<file path="src/rtl/mod_exp_pkg.sv">
// Shared types and constants for the Montgomery modular exponentiator.
package mod_exp_pkg;

    // Top-level sequencing: each Mont state names the multiplication in flight.
    typedef enum logic [2:0] {
        StIdle,
        StCheck,
        StToMontB,
        StToMont1,
        StLoop,
        StFromMont,
        StDone
    } exp_state_e;

    // Bit-serial multiplier phases.
    typedef enum logic [1:0] {
        MmIdle,
        MmIter,
        MmSub
    } mm_state_e;

    // Value driven on err when the operands are rejected.
    localparam logic ErrIllegal = 1'b1;

    // One load cycle, WIDTH iterations, one conditional subtract.
    function automatic int unsigned mm_cycles(input int unsigned w);
        return w + 2;
    endfunction

endpackage

</file>
<file path="src/rtl/mont_mul_serial.sv">
// Radix-2 interleaved Montgomery multiplier: p = a*b*2^-WIDTH mod n.
// go is sampled only while idle; rdy pulses for one cycle with p valid.
module mont_mul_serial
    import mod_exp_pkg::*;
#(
    parameter int unsigned WIDTH = 65
) (
    input  logic             clk,
    input  logic             rst_n,
    input  logic             go,
    input  logic [WIDTH-1:0] a,
    input  logic [WIDTH-1:0] b,
    input  logic [WIDTH-1:0] n,
    output logic             rdy,
    output logic [WIDTH-1:0] p
);

    localparam int unsigned CntW = (WIDTH > 1) ? $clog2(WIDTH) : 1;
    localparam logic [CntW-1:0] LastIter = CntW'(WIDTH - 1);

    mm_state_e        state_q, state_d;
    logic [WIDTH-1:0] a_q, b_q, n_q;
    logic [WIDTH+1:0] s_q, s_add, s_red, s_sub, b_ext, n_ext;
    logic [CntW-1:0]  cnt_q;
    logic             rdy_q;

    assign b_ext = {2'b00, b_q};
    assign n_ext = {2'b00, n_q};

    // Phase sequencing: load on go, WIDTH iterations, then the final reduction.
    always_comb begin
        state_d = state_q;
        unique case (state_q)
            MmIdle:  if (go) state_d = MmIter;
            MmIter:  if (cnt_q == LastIter) state_d = MmSub;
            MmSub:   state_d = MmIdle;
            default: state_d = MmIdle;
        endcase
    end

    // Accumulator step (add a_i*b, make even with n) and final s >= n correction.
    always_comb begin
        s_add = s_q + (a_q[0] ? b_ext : '0);
        s_red = s_add + (s_add[0] ? n_ext : '0);
        s_sub = (s_q >= n_ext) ? (s_q - n_ext) : s_q;
    end

    // Operand, accumulator and counter registers.
    always_ff @(posedge clk or negedge rst_n) begin
        if (!rst_n) begin
            state_q <= MmIdle;
            a_q     <= '0;
            b_q     <= '0;
            n_q     <= '0;
            s_q     <= '0;
            cnt_q   <= '0;
            rdy_q   <= 1'b0;
        end else begin
            state_q <= state_d;
            rdy_q   <= 1'b0;
            unique case (state_q)
                MmIdle: begin
                    if (go) begin
                        a_q   <= a;
                        b_q   <= b;
                        n_q   <= n;
                        s_q   <= '0;
                        cnt_q <= '0;
                    end
                end
                MmIter: begin
                    s_q   <= s_red >> 1;
                    a_q   <= a_q >> 1;
                    cnt_q <= cnt_q + 1'b1;
                end
                MmSub: begin
                    s_q   <= s_sub;
                    rdy_q <= 1'b1;
                end
                default: ;
            endcase
        end
    end

    assign rdy = rdy_q;
    assign p   = s_q[WIDTH-1:0];

endmodule

</file>
<file path="src/rtl/mod_exp_mont_p.sv">
// Runtime-keyed Montgomery exponentiator: result = base^exp mod mod_n.
// Right-to-left square-and-multiply around one shared bit-serial multiplier.
module mod_exp_mont_p
    import mod_exp_pkg::*;
#(
    parameter int unsigned WIDTH = 65
) (
    input  logic             clk,
    input  logic             rst_n,
    input  logic             start,
    input  logic [WIDTH-1:0] base,
    input  logic [WIDTH-1:0] exp,
    input  logic [WIDTH-1:0] mod_n,
    input  logic [WIDTH-1:0] r2_mod,
    output logic             busy,
    output logic             done,
    output logic [WIDTH-1:0] result,
    output logic             err
);

    localparam logic [WIDTH-1:0] One = WIDTH'(1);

    exp_state_e       state_q, state_d;
    logic [WIDTH-1:0] base_q, n_q, r2_q;
    logic [WIDTH-1:0] e_q, e_d, x_q, x_d, b_q, b_d, result_q, result_d;
    logic             sq_q, sq_d, err_q, err_d, done_q, done_d;
    logic             accept, illegal;
    logic             do_top, do_step;
    logic [WIDTH-1:0] x_cur, b_cur, e_sh;
    logic             mm_go, mm_rdy;
    logic [WIDTH-1:0] mm_a, mm_b, mm_p;

    assign busy    = (state_q != StIdle) || done_q;
    assign accept  = start && !busy;
    assign illegal = !n_q[0] || (n_q <= One) || (base_q >= n_q);

    mont_mul_serial #(
        .WIDTH (WIDTH)
    ) u_mm (
        .clk   (clk),
        .rst_n (rst_n),
        .go    (mm_go),
        .a     (mm_a),
        .b     (mm_b),
        .n     (n_q),
        .rdy   (mm_rdy),
        .p     (mm_p)
    );

    // Sequencing; every next multiplication is launched in the rdy cycle of the previous one.
    always_comb begin
        state_d  = state_q;
        e_d      = e_q;
        x_d      = x_q;
        b_d      = b_q;
        sq_d     = sq_q;
        result_d = result_q;
        err_d    = err_q;
        done_d   = 1'b0;
        mm_go    = 1'b0;
        mm_a     = x_q;
        mm_b     = b_q;
        do_top   = 1'b0;
        do_step  = 1'b0;
        x_cur    = x_q;
        b_cur    = b_q;
        e_sh     = e_q >> 1;

        unique case (state_q)
            StIdle: begin
                if (accept) begin
                    state_d  = StCheck;
                    e_d      = exp;
                    result_d = '0;
                    err_d    = 1'b0;
                end
            end
            StCheck: begin
                if (illegal) begin
                    err_d    = ErrIllegal;
                    result_d = '0;
                    state_d  = StDone;
                end else begin
                    mm_go   = 1'b1;
                    mm_a    = base_q;
                    mm_b    = r2_q;
                    state_d = StToMontB;
                end
            end
            StToMontB: begin
                if (mm_rdy) begin
                    b_d     = mm_p;
                    mm_go   = 1'b1;
                    mm_a    = One;
                    mm_b    = r2_q;
                    state_d = StToMont1;
                end
            end
            StToMont1: begin
                if (mm_rdy) begin
                    x_d    = mm_p;
                    x_cur  = mm_p;
                    do_top = 1'b1;
                end
            end
            StLoop: begin
                if (mm_rdy) begin
                    if (sq_q) begin
                        b_d    = mm_p;
                        b_cur  = mm_p;
                        do_top = 1'b1;
                    end else begin
                        x_d     = mm_p;
                        x_cur   = mm_p;
                        do_step = 1'b1;
                    end
                end
            end
            StFromMont: begin
                if (mm_rdy) begin
                    result_d = mm_p;
                    state_d  = StDone;
                end
            end
            StDone: begin
                done_d  = 1'b1;
                state_d = StIdle;
            end
            default: state_d = StIdle;
        endcase

        // Top of a loop iteration: multiply if the low exponent bit is set, else shift.
        if (do_top) begin
            if (e_q[0]) begin
                mm_go   = 1'b1;
                mm_a    = x_cur;
                mm_b    = b_cur;
                sq_d    = 1'b0;
                state_d = StLoop;
            end else begin
                do_step = 1'b1;
            end
        end

        // Shift the exponent; square while bits remain, otherwise leave Montgomery form.
        if (do_step) begin
            e_d   = e_sh;
            mm_go = 1'b1;
            if (e_sh != '0) begin
                mm_a    = b_cur;
                mm_b    = b_cur;
                sq_d    = 1'b1;
                state_d = StLoop;
            end else begin
                mm_a    = x_cur;
                mm_b    = One;
                state_d = StFromMont;
            end
        end
    end

    // State, working values and output registers; operands are captured on accept only.
    always_ff @(posedge clk or negedge rst_n) begin
        if (!rst_n) begin
            state_q  <= StIdle;
            base_q   <= '0;
            n_q      <= '0;
            r2_q     <= '0;
            e_q      <= '0;
            x_q      <= '0;
            b_q      <= '0;
            sq_q     <= 1'b0;
            result_q <= '0;
            err_q    <= 1'b0;
            done_q   <= 1'b0;
        end else begin
            state_q  <= state_d;
            e_q      <= e_d;
            x_q      <= x_d;
            b_q      <= b_d;
            sq_q     <= sq_d;
            result_q <= result_d;
            err_q    <= err_d;
            done_q   <= done_d;
            if (accept) begin
                base_q <= base;
                n_q    <= mod_n;
                r2_q   <= r2_mod;
            end
        end
    end

    assign done   = done_q;
    assign result = result_q;
    assign err    = err_q;

endmodule

</file>
<file path="config.mk">
export PLATFORM = sky130hd
export DESIGN_NAME = mod_exp_mont_p
export DESIGN_NICKNAME = d
export VERILOG_FILES = /design/src/rtl/mod_exp_pkg.sv /design/src/rtl/mont_mul_serial.sv /design/src/rtl/mod_exp_mont_p.sv
export SDC_FILE = /design/constraint.sdc
export NUM_CORES = 2
export LEC_CHECK = 0
export CAP_MARGIN = 30
export CELL_PAD_IN_SITES_DETAIL_PLACEMENT = 2
export CELL_PAD_IN_SITES_GLOBAL_PLACEMENT = 2
export CORE_MARGIN = 2
export CORE_UTILIZATION = 38
export CTS_BUF_LIST = sky130_fd_sc_hd__clkbuf_4 sky130_fd_sc_hd__clkbuf_8
export CTS_CLUSTER_SIZE = 20
export DETAILED_ROUTE_END_ITERATION = 6
export HOLD_SLACK_MARGIN = 0.03
export PLACE_DENSITY_LB_ADDON = 0.08
export SLEW_MARGIN = 10
export SYNTH_ARGS = -nofsm -noshare
export SYNTH_HDL_FRONTEND = slang
export SYNTH_SLANG_ARGS = --single-unit
</file>
<file path="constraint.sdc">
create_clock -name clk -period 6.8 [get_ports clk]
set_clock_uncertainty 0.05 [all_clocks]
set_input_delay 1.02 -clock clk [delete_from_list [all_inputs] [get_ports clk]]
set_output_delay 1.02 -clock clk [all_outputs]
set_load 0.03 [all_outputs]
</file>
* After elaboration in Yosys (flattened, before gate mapping)
Index checks and enable logic that the tools add are counted.
** Word-level totals
- Register bits after elaboration :: 733
- Bits in latches :: 0
- Bits in writable memories :: 0
- ROM bits :: 0
- Input port bits :: 263
- Output and inout bits :: 68
- Word-level logic and storage cells :: 140
- Memories :: 0
** Cells by class
- Add/subtract/negate cells :: 4
- Multiply operators :: 0
- Div/mod/pow operators :: 0
- $lt $le $gt $ge :: 3
- Equality and inequality tests :: 16
- Shifts and indexed selects :: 0
- Muxes and demuxes :: 73
- Bitwise gates (word level) :: 0
- Reduce and logical (&&, ||, !) cells :: 26
** Operators with widths (number)
- $mux W65 :: 27
- $pmux W65 S2 :: 5
- $pmux W67 S3 :: 1
- $pmux W65 S3 :: 1
- $add A67 B67 Y67 :: 2
- $mux W67 :: 2
- $ge A67 B65 Y1 :: 1
- $sub A67 B65 Y67 :: 1
- $ge A65 B65 Y1 :: 1
- $le A65 B1 Y1 const B :: 1
- $reduce_bool A65 Y1 :: 1
- $mux W1 :: 21
- $mux W3 :: 7
- $pmux W3 S5 :: 1
- $pmux W7 S2 :: 1
- $reduce_and A2 Y1 :: 5
- $reduce_bool A2 Y1 :: 5
- $eq A3 B3 Y1 const B :: 3
- $reduce_bool A3 Y1 :: 3
- $ne A2 B1 Y1 const B :: 4
- $add A7 B1 Y7 const B :: 1
- $eq A7 B7 Y1 const B :: 1
- $mux W7 :: 1
- $eq A3 B2 Y1 const B :: 2
- 15 further kinds :: 24

* Logic depth before layout (Yosys ltp)
- Word-level depth :: 10
- Mapped depth :: 31

* Cells and area by module
Synthesis repeated with hierarchy kept, for this count alone.
** Second synthesis, totals
- Cells, all modules :: 5384
- Area total of the unflattened synthesis :: 48365.1 um^2
** Modules (own cells, without submodules)
- mont_mul_serial :: instances 1, cells an instance 2878, area each 24453.5 um^2, sequential area each 6806.5 um^2
- mod_exp_mont_p :: instances 1, cells an instance 2506, area each 23911.7 um^2, sequential area each 11536.1 um^2

* Worst setup path after synthesis
Ideal clock, no wire load.
- Path kind :: reg-to-reg
- Start :: reg u_mm.a_q[0]
- End :: reg u_mm.s_q[64]
- Arrival :: 5774 ps
- Required time :: 6620 ps
- Slack :: 845 ps
- Stages on the path, launching flop included :: 31
- Buffers on the path :: 3
- Clock period less this slack :: 5955 ps
- Cell sequence :: dfrtp_1 > clkbuf_1 > clkbuf_1 > and2_1 > ha_1 > fa_1 > a211oi_1 > o21bai_1 > and3_1 > o21ai_1 > a31o_2 > nand4_1 > a221oi_1 > o31a_1 > o21ai_0 > a21oi_1 > xnor2_1 > ha_1 > clkbuf_1 > a21o_1 > a21o_1 > a21o_1 > a21o_1 > a21oi_1 > o21ai_0 > o2bb2ai_1 > a311oi_1 > o21ai_0 > xor2_1 > a221oi_1 > a21oi_1
** On the way
- Word-level cells in the longest chain between the ends :: 5
** RTL lines
- from (decl) :: line mont_mul_serial.sv:22 : logic [WIDTH-1:0] a_q, b_q, n_q;
- from (signal assigned) :: line mont_mul_serial.sv:73 : a_q <= a_q >> 1;
- $mux W65 * :: line mont_mul_serial.sv:43 : s_add = s_q + (a_q[0] ? b_ext : '0);
- $add A67 B67 Y67 * :: line mont_mul_serial.sv:43
- $mux W65 :: line mont_mul_serial.sv:44 : s_red = s_add + (s_add[0] ? n_ext : '0);
- $add A67 B67 Y67 * :: line mont_mul_serial.sv:44
- $pmux W67 S3 * :: line mont_mul_serial.sv:61 : unique case (state_q)
- to (signal assigned) :: line mont_mul_serial.sv:72 : s_q <= s_red >> 1;
- to (signal assigned) :: line mont_mul_serial.sv:77 : s_q <= s_sub;
- to (decl) :: line mont_mul_serial.sv:23 : logic [WIDTH+1:0] s_q, s_add, s_red, s_sub, b_ext, n_ext;
Mark *: on every way between the ends. The rest lies on a longest branch, timed or not.
A chain may end at the register's enable or synchronous reset.

* Worst setup path in the final report
- Start :: reg u_mm.a_q[0]
- End :: reg u_mm.s_q[65]
The elaborated chain is that of the path after synthesis.

==> run metrics <==
status completed; Slew Viols, Final 0; Fillers 13256; die height 351 um; most frequent cells in the layout 1217 x nand2_1, 732 x dfrtp_1, 485 x o21ai_0, 348 x a21oi_1, 329 x clkdlybuf4s50_1; Gate power share a little under two fifths; post-DP HPWL 161000 um; most common cell after layout, fill and taps aside nand2_1; syn_area_per_cell ~8.5 um2; Net Sw Frac between 40% and 50%; initial antenna violation count 27; post-synthesis sequential area ratio 40.0%; HP Class in2async; Startpoint Class flip-flop; fin crit share between 90% and 100%; Total GRT Usage 34.3%; FMAX about 150 MHz; met3 Use GR 7.15%; routed via count 44393; Post-Place Setup Slack 0.200 ns; Worst Path Required 7.48 ns; Clock power frac around a quarter; Crit path top cell by count o21ai_0; Post-Syn Instances 5410; synth unique cells 80; Clock Path Buffers 3; CP peak stage delay 0.49 ns; clock slew at reported path FFs 0.06 ns; num ports approximately 330; Core Area about 0.12 mm2; ys flop type dfrtp_1; Core Rows roughly 130; Worst Setup Slack, final around 0.33 ns; Post-Place Cell Area 0.0514 mm2; gpl congestion roughly 0.94; largest cells by area after synthesis dfrtp_1 40%, nand2_1 10%, ha_1 7.3%; PwrDens 353 mW/mm2; I/O Buffers 330; clock root buffer clkbuf_8; FF+latch count, synth 733; largest net degree at the start of global routing 159; share of post-route cells with drive strength above 1 10.8%; vias in the first global route 46774; GRT overflow 0; Synthesis Warnings 0; syn_nets 5942; Setup Buffers After CTS 0; minimum clock period roughly 6.5 ns; Data arrival, critical path between 7 and 8 ns; Final setup viols 0; Int Power ~0.011 W; Min Hold Slack 0.0965 ns; number of nets with antenna violations after routing 0; RSZ-0062 raised after global routing yes; drt pass-1 iters 5; sw power 0.00850 W; Layout Cells excl Fill 7442; GR Util met2 between 40% and 50%; Die X-Extent ~350 um; Max transition margin between 20% and 30%; GRT Max-Usage Layer met1; Async SR Flop Fraction 100%; Worst-Skew Late Latency 0.90 ns; final layout net count 6256; Post-route DRC 0; EDFF count, synth 0; Reg power frac a little over a third; Post-Place Cells 7184; DRT Wirelength 214000 um; Least-Margin Pin Slew 1.07 ns; CP max stage cell o21ai_0; wire per inst 28.7 um; Max FO, Critical Path 8; Starting Density 38.2%; grt met1 use 51.3%; CP endpoint kind flip-flop; Finished Cell Area 0.0546 mm2; post-synth top area share 40.0%; Syn Std Cell Area 0.0458 mm2; Reg2Reg Depth 29; Peak supply drop 225 uV; CTS tree yes; MaxCap Viol Count 0; Synth area leader dfrtp_1; Sink Count roughly 730; Final Hold Viols 0; H-tree levels 4; P_leak 25.8 nW; Design Power slightly below 0.02 W; CTS Buf Count 144; P&R area growth vs syn 19.2%; critical path start-end classification reg2reg; drt initial violations 3882; first-pass GRT wire length 313000 um; die area 0.123 mm2; DR vias/cell 5.97
-- power by group through the flow --
stage / clock network (W) / registers, W / logic, W
6_report: 0.00481 / 0.00706 / 0.00741
4_1_cts: 0.00489 / 0.00699 / 0.00733
3_5_place_dp: 0 / 0.00704 / 0.00723
2_1_floorplan: 0 / 0.00624 / 0.00468
3_3_place_gp: 0 / 0.00699 / 0.00695
5_1_grt: 0.00508 / 0.00716 / 0.00814
-- registers in the layout (all words and copies together), names as in the netlist --
| name | cells |
|---|---|
| u_mm.s_q | 67 |
| b_q | 65 |
| base_q | 65 |
| e_q | 65 |
| n_q | 65 |
| r2_q | 65 |
| result | 65 |
| u_mm.a_q | 65 |
| u_mm.b_q | 65 |
| u_mm.n_q | 65 |
| x_q | 65 |
| u_mm.cnt_q | 7 |
| state_q | 3 |
| u_mm.state_q | 2 |
| done | 1 |
| err | 1 |
| sq_q | 1 |
| u_mm.rdy | 1 |
-- critical path: cells and delay by family, from the launching register on --
| family | cells | cell delay (ns) |
|---|---|---|
| AO/OA/AOI/OAI | 14 | 2.79 |
| AND/OR/NAND/NOR | 5 | 1.01 |
| buffers and inverters | 5 | 0.84 |
| adder cells (fa/ha/maj) | 2 | 0.74 |
| XOR/XNOR | 3 | 0.47 |
| flip-flops | 1 | 0.43 |
-- through the flow --
stage | setup TNS (ns) | util (%)
2_1_floorplan | 0 | -
3_3_place_gp | 0 | 42.9
3_5_place_dp | 0 | 42.9
4_1_cts | 0 | 45.4
5_1_grt | -0.0371 | 45.6
6_report | 0 | 45.6
-- metal layers --
layer / vias up / part of all wire (%)
li1: 19649 / -
met1: 23128 / 48
met2: 1347 / 42
met3: 259 / 7.4
met4: 10 / 2.4
met5: - / 0.033
-- cell families (layout without fill, tap and decap cells) --
| family | count (synthesis) | count (layout) | synth area share, % |
|---|---|---|---|
| and+or+nand+nor | 1933 | 1933 | 18.6 |
| xor gates and xnor gates | 183 | 183 | 3.50 |
| adders and majority gates | 269 | 269 | 7.40 |
| other | 0 | 5 | 0 |
| buffers and inverters | 545 | 960 | 4.60 |
| muxes | 194 | 194 | 4.59 |
| DFF | 733 | 733 | 40.0 |
| AOI/OAI and AO/OA | 1553 | 1553 | 21.3 |
-- what timing repair did --
action	4_1_cts	5_1_grt
hold buffers	0	0
resized for setup	0	16
endpoints found under the setup margin	0	8
-- worst paths after layout --
check / from / end / slack [ns]
max: u_mm.a_q[0] / u_mm.s_q[65] / 0.33
min: rst_n / u_mm.a_q[19] / 0.1
max reg2reg: u_mm.a_q[0] / u_mm.s_q[65] / 0.33
min reg2reg: result[17] / result[17] / 0.41
max in group asynchronous: rst_n / base_q[53] / 5.15
min in group clk: result[17] / result[17] / 0.41
-- cell usage after synthesis, types with 28 or more instances --
cell type	number
o21ai_0	491
dfrtp_1	733
xor2_1	56
o21a_1	82
nand3_1	167
nor2_1	130
a21o_1	112
nand4_1	74
mux2_2	128
inv_1	211
o21bai_1	45
a21oi_1	351
buf_1	39
nand2_1	1222
ha_1	266
xnor2_1	127
clkbuf_1	261
a311oi_1	50
o31ai_1	45
nor3_1	28
mux2i_1	66
a22oi_1	109
buf_2	29
nand2b_1	46
o211ai_1	70
and2_1	146
nor4_1	40
-- layout make-up --
type	instances	area (um2)	area share (%)
inverters	212	796	1.46
well taps	1612	2020	3.69
flip-flops and latches	733	18300	33.6
multi-input cells	4132	25600	46.8
repair buffers	501	4860	8.90
diodes	5	12.5	0.0229
clock buffers	225	2780	5.10
clock inverters	22	218	0.399
Note: power is estimated with default switching activity, not from simulation.
